<file path="src/rtl/gray_tracker.sv">
// gray_tracker: resynchronizes a Gray-coded count from another clock domain,
// converts it to binary and classifies each change as +1, -1 or an illegal jump.
// Ports:
//   clk      rising-edge clock
//   reset    asynchronous, active-high reset
//   g_in     Gray-coded count, asynchronous to clk
//   err_clr  clears the sticky fault (only acted on while faulted)
//   b        registered binary value of the synchronized count
//   step_up  one-cycle pulse on a +1 step
//   step_dn  one-cycle pulse on a -1 step
//   fault    sticky illegal-jump flag
//   laps     signed-direction wrap counter, modulo 256
module gray_tracker #(
   parameter int bit_size = 3
) (
   input  logic                clk,
   input  logic                reset,
   input  logic [bit_size-1:0] g_in,
   input  logic                err_clr,
   output logic [bit_size-1:0] b,
   output logic                step_up,
   output logic                step_dn,
   output logic                fault,
   output logic [7:0]          laps
);

   localparam logic [bit_size-1:0] ONES = '1;
   localparam logic [bit_size-1:0] ZERO = '0;
   localparam logic [bit_size-1:0] ONE  = bit_size'(1);

   typedef enum logic [1:0] {
      S_INIT,
      S_TRACK,
      S_FAULT
   } state_t;

   state_t              state;
   logic [1:0]          fill;
   logic [bit_size-1:0] s1;
   logic [bit_size-1:0] s2;
   logic [bit_size-1:0] bin_c;
   logic [bit_size-1:0] d;

   // Each binary bit is the XOR of all Gray bits at or above it,
   // i.e. the unrolled form of bin[i] = bin[i+1] ^ gray[i].
   for (genvar i = 0; i < bit_size; i++) begin : g_dec
      assign bin_c[i] = ^s2[bit_size-1:i];
   end

   assign d = bin_c - b;

   always_ff @(posedge clk or posedge reset) begin
      if (reset) begin
         s1 <= '0;
         s2 <= '0;
      end else begin
         s1 <= g_in;
         s2 <= s1;
      end
   end

   always_ff @(posedge clk or posedge reset) begin
      if (reset) begin
         state   <= S_INIT;
         fill    <= 2'd0;
         b       <= '0;
         step_up <= 1'b0;
         step_dn <= 1'b0;
         fault   <= 1'b0;
         laps    <= 8'd0;
      end else begin
         step_up <= 1'b0;
         step_dn <= 1'b0;
         case (state)
            S_INIT: begin
               // Two edges to fill s1/s2, the third loads b silently.
               if (fill == 2'd2) begin
                  b     <= bin_c;
                  state <= S_TRACK;
               end else begin
                  fill <= fill + 2'd1;
               end
            end
            S_TRACK: begin
               b <= bin_c;
               if (d == ZERO) begin
                  // unchanged
               end else if (d == ONE) begin
                  step_up <= 1'b1;
                  if (b == ONES && bin_c == ZERO)
                     laps <= laps + 8'd1;
               end else if (d == ONES) begin
                  step_dn <= 1'b1;
                  if (b == ZERO && bin_c == ONES)
                     laps <= laps - 8'd1;
               end else begin
                  // err_clr is deliberately not looked at here, so a jump
                  // coinciding with a clear still latches the fault.
                  fault <= 1'b1;
                  state <= S_FAULT;
               end
            end
            S_FAULT: begin
               b <= bin_c;
               if (err_clr) begin
                  fault <= 1'b0;
                  state <= S_TRACK;
               end
            end
            default: begin
               state <= S_INIT;
               fill  <= 2'd0;
            end
         endcase
      end
   end

endmodule

</file>
<file path="config.mk">
export PLATFORM = sky130hd
export DESIGN_NAME = gray_tracker
export DESIGN_NICKNAME = d
export VERILOG_FILES = /design/src/rtl/gray_tracker.sv
export SDC_FILE = /design/constraint.sdc
export NUM_CORES = 1
export LEC_CHECK = 0
export ABC_AREA = 0
export BUFFER_PORTS_ARGS = -buffer_cell sky130_fd_sc_hd__buf_2
export CORE_MARGIN = 3
export CORE_UTILIZATION = 55
export CTS_CLUSTER_SIZE = 20
export DETAILED_ROUTE_END_ITERATION = 10
export GPL_ROUTABILITY_DRIVEN = 0
export PLACE_DENSITY = 0.77
export SKIP_CTS_REPAIR_TIMING = 1
export SYNTH_ARGS = -nofsm -noshare
export SYNTH_HDL_FRONTEND = slang
export SYNTH_SLANG_ARGS = --single-unit
</file>
<file path="constraint.sdc">
create_clock -name clk -period 6.3 [get_ports clk]
set_input_delay 0.315 -clock clk [delete_from_list [all_inputs] [get_ports clk]]
set_output_delay 0.315 -clock clk [all_outputs]
set_load 0.05 [all_outputs]
</file>
==> metrics <==
yosys synthesis warning count=0; Hold Path Class=primary input to flop; DRC=0; Worst-Skew Late Latency=just over 0.3 ns; Power Density=approximately 560 nW/um^2; total wire length=2.40 mm; FF-to-FF End=laps[6]$_DFFE_PP0P_; R2R Path Start=s2[2]$_DFF_PP0_; first-pass GRT wire length=about 4.2 mm; adder-cell share of the synthesized area=14.0%; Area Overhead vs Synth=12.3%; Yosys top cell area share=between 40% and 50%; share of layout cells above drive strength 1=a little over a quarter; syn_nets=roughly 140; die width=roughly 56 microns; Synth Area in Compound Gates=roughly an eighth; H-tree depth=1; synth top area cells=dfrtp_1, ha_1, mux2_2, a21oi_1, xnor2_1; WS Path Type=flop to flop; Num CTS Buffers=3; Seq/Total Area, Yosys=~44%; synthesized cell area=roughly 1400 sq um; area post-placement=about 1500 sq um; largest family of logic cells by synthesized area=adder cells; Worst Setup EP=laps[6]$_DFFE_PP0P_; max_cap viols=0; final std cells w/o fill=170; Longest Clk Path Bufs=2; FF-to-FF setup slack=between 2 and 2.5 ns; Post-synth top flop=dfrtp_1; total gr overflow=0; critical path startpoint category=flop; outcome=complete, no violations; DRT antenna net count=0; ys async rst share=100%; post-synth cell types=31; DP Cell Count=166; cell leakage power=roughly 0.75 nW; DIE AREA=between 3000 and 4000 sq um; Simple-Gate Fraction of Synth Area=just over 10%; Core Region=about 2300 sq um; Synth Area in XOR/XNOR=7.57%; clock slew at reported path FFs=between 0.1 and 0.15 ns; CTS tree=yes; CP Cell Sequence=xor2_1 > xnor2_1 > ha_1 > inv_1 > fa_1 > xnor3_2 > nor3_1 > inv_1 > fa_1 > a21oi_1 > o211ai_1 > a21oi_1 > xnor2_1 > mux2_2; Worst-Margin Slew=about 0.88 ns; largest net degree at the start of global routing=25; Synth area leader=dfrtp_1; Critical Path End Type=flop; register bit total from synthesis=24; CTS Sinks=24; crit path launch=s2[2]$_DFF_PP0_; Layout Skew=0.00243 ns; Initial Utilization=slightly below 60%; row cnt=17; RSZ-0062 raised after global routing=false; via count=~930; setup_tns=0 ns; diode count=0; vias in the first global route=927; Starting DRT DRC Count=13; port bufs=19; Pre-Repair DR Iteration Count=4; DR vias/cell=5.45; Wirelength per Cell=roughly 14 microns; fin crit period=between 3 and 4 ns; Critical Path RT=~6.5 ns; root buf cell=clkbuf_4; final setup violation count=0; IO Pins=20; die height=between 50 and 60 microns; DP HPWL=about 1.9 mm; Arr. time, crit path=about 4.1 ns; relative slew slack=41.4%; f_max=between 200 and 300 MHz; slowest stage delay, CP=0.46 ns; Post-synth EDFFs=0; worst hold slack=0.0967 ns; initial antenna violation count=0; Gate Count Post-Synth=around 120; Mapped Avg Cell Area=around 11 sq um; nets=163; Final Slew Violations=0; Hold Violations, Final=0; Total GRT Usage=around 17%; CP Max Fanout=8; portion of netlist area occupied by mux cells=approximately 7.9%; R2R depth=14; peak supply drop=around 0.33 mV; final worst path period share=about 62%; Final Cell Area=1520 sq um; slowest CP cell=fa_1
[cells by family (layout without fill, tap and decap cells)]
| family | after synthesis | after routing |
|---|---|---|
| simple gates | 26 | 26 |
| compound gates | 25 | 25 |
| mux | 9 | 9 |
| flops | 24 | 24 |
| buf+inv | 11 | 34 |
| xor+xnor | 10 | 10 |
| fa+ha+maj | 14 | 14 |
[worst max-delay path, delay by kind of cell (launching register included)]
family / cells / cell delay [ns]
flip-flops: 1 / 0.43
adder cells (fa/ha/maj): 3 / 1.05
buffers and inverters: 2 / 0.31
AND/OR/NAND/NOR: 1 / 0.35
AO/OA/AOI/OAI: 3 / 0.51
XOR/XNOR: 4 / 0.90
multiplexers: 1 / 0.26
[flip-flops by register name, indices dropped and copies added (netlist names)]
name	cells
laps	8
fill	2
fault	1
s2	3
s1	3
state	2
b	3
step_dn	1
step_up	1
[area by class of cell]
type | instances | area [sq um]
multi-input cells | 84 | 713
clock buffers | 4 | 36.3
inverters | 11 | 41.3
well taps | 28 | 35.0
repair buffers | 19 | 95.1
flip-flops and latches | 24 | 601
fillers | 176 | 754
[power by group]
part	switching, mW	leakage (nW)	total [mW]	internal (mW)
Clock	0.0460	0.0210	0.0812	0.0353
Sequential	0.0343	0.303	0.227	0.193
Combinational	0.322	0.425	0.545	0.223
[routing by layer]
layer	wire (microns)	GRT usage, %
met5	0	0
met4	18	5.21
met1	1080	21.8
met3	78	2.32
met2	1220	29.1
[Yosys cell counts (all sizes together), types with 2 or more instances]
cell type / instances
xnor2: 6
nand3: 2
xor2: 3
and2: 3
nor2b: 2
inv: 11
a21oi: 12
nor3: 2
nand2: 7
o21ai: 5
fa: 2
mux2: 8
dfrtp: 24
nor2: 5
a211oi: 2
nor3b: 2
ha: 12
[stage by stage]
stage / worst slack [ns] / util (%) / power, mW
floorplan: 2.80 / - / 0.669
global placement: 2.59 / 65.3 / 0.749
detailed placement: 2.39 / 65.3 / 0.776
CTS: 2.37 / 66.8 / 0.857
global route: 2.07 / 66.8 / 0.920
finish: 2.38 / 66.8 / 0.854
[placed cells by master (no fill, tap or decap), types with 2 or more instances in the layout]
cell / synthesis / layout
ha_1: 12 / 12
inv_1: 11 / 11
nor2b_1: 2 / 2
a21oi_1: 12 / 12
dfrtp_1: 24 / 24
o21ai_0: 5 / 5
nor3b_1: 2 / 2
nand3_1: 2 / 2
buf_2: 0 / 19
and2_1: 2 / 2
nor3_1: 2 / 2
nor2_1: 5 / 5
xnor2_1: 6 / 6
fa_1: 2 / 2
nand2_1: 7 / 7
xor2_1: 3 / 3
clkbuf_4: 0 / 3
mux2_4: 2 / 2
mux2_2: 6 / 6
[worst min path at each step]
stage | from | end | slack, ns | depth (start not counted)
after floorplan | reset | b[0]$_DFFE_PP0P_ | 0.33 | 1
after global placement | s1[2]$_DFF_PP0_ | s2[2]$_DFF_PP0_ | 0.33 | 0
after detailed placement | s1[0]$_DFF_PP0_ | s2[0]$_DFF_PP0_ | 0.34 | 0
after CTS | g_in[0] | s1[0]$_DFF_PP0_ | 0.1 | 1
after global routing | g_in[0] | s1[0]$_DFF_PP0_ | 0.08 | 1
final | g_in[0] | s1[0]$_DFF_PP0_ | 0.1 | 1
Note: power is estimated with default switching activity, not from simulation.
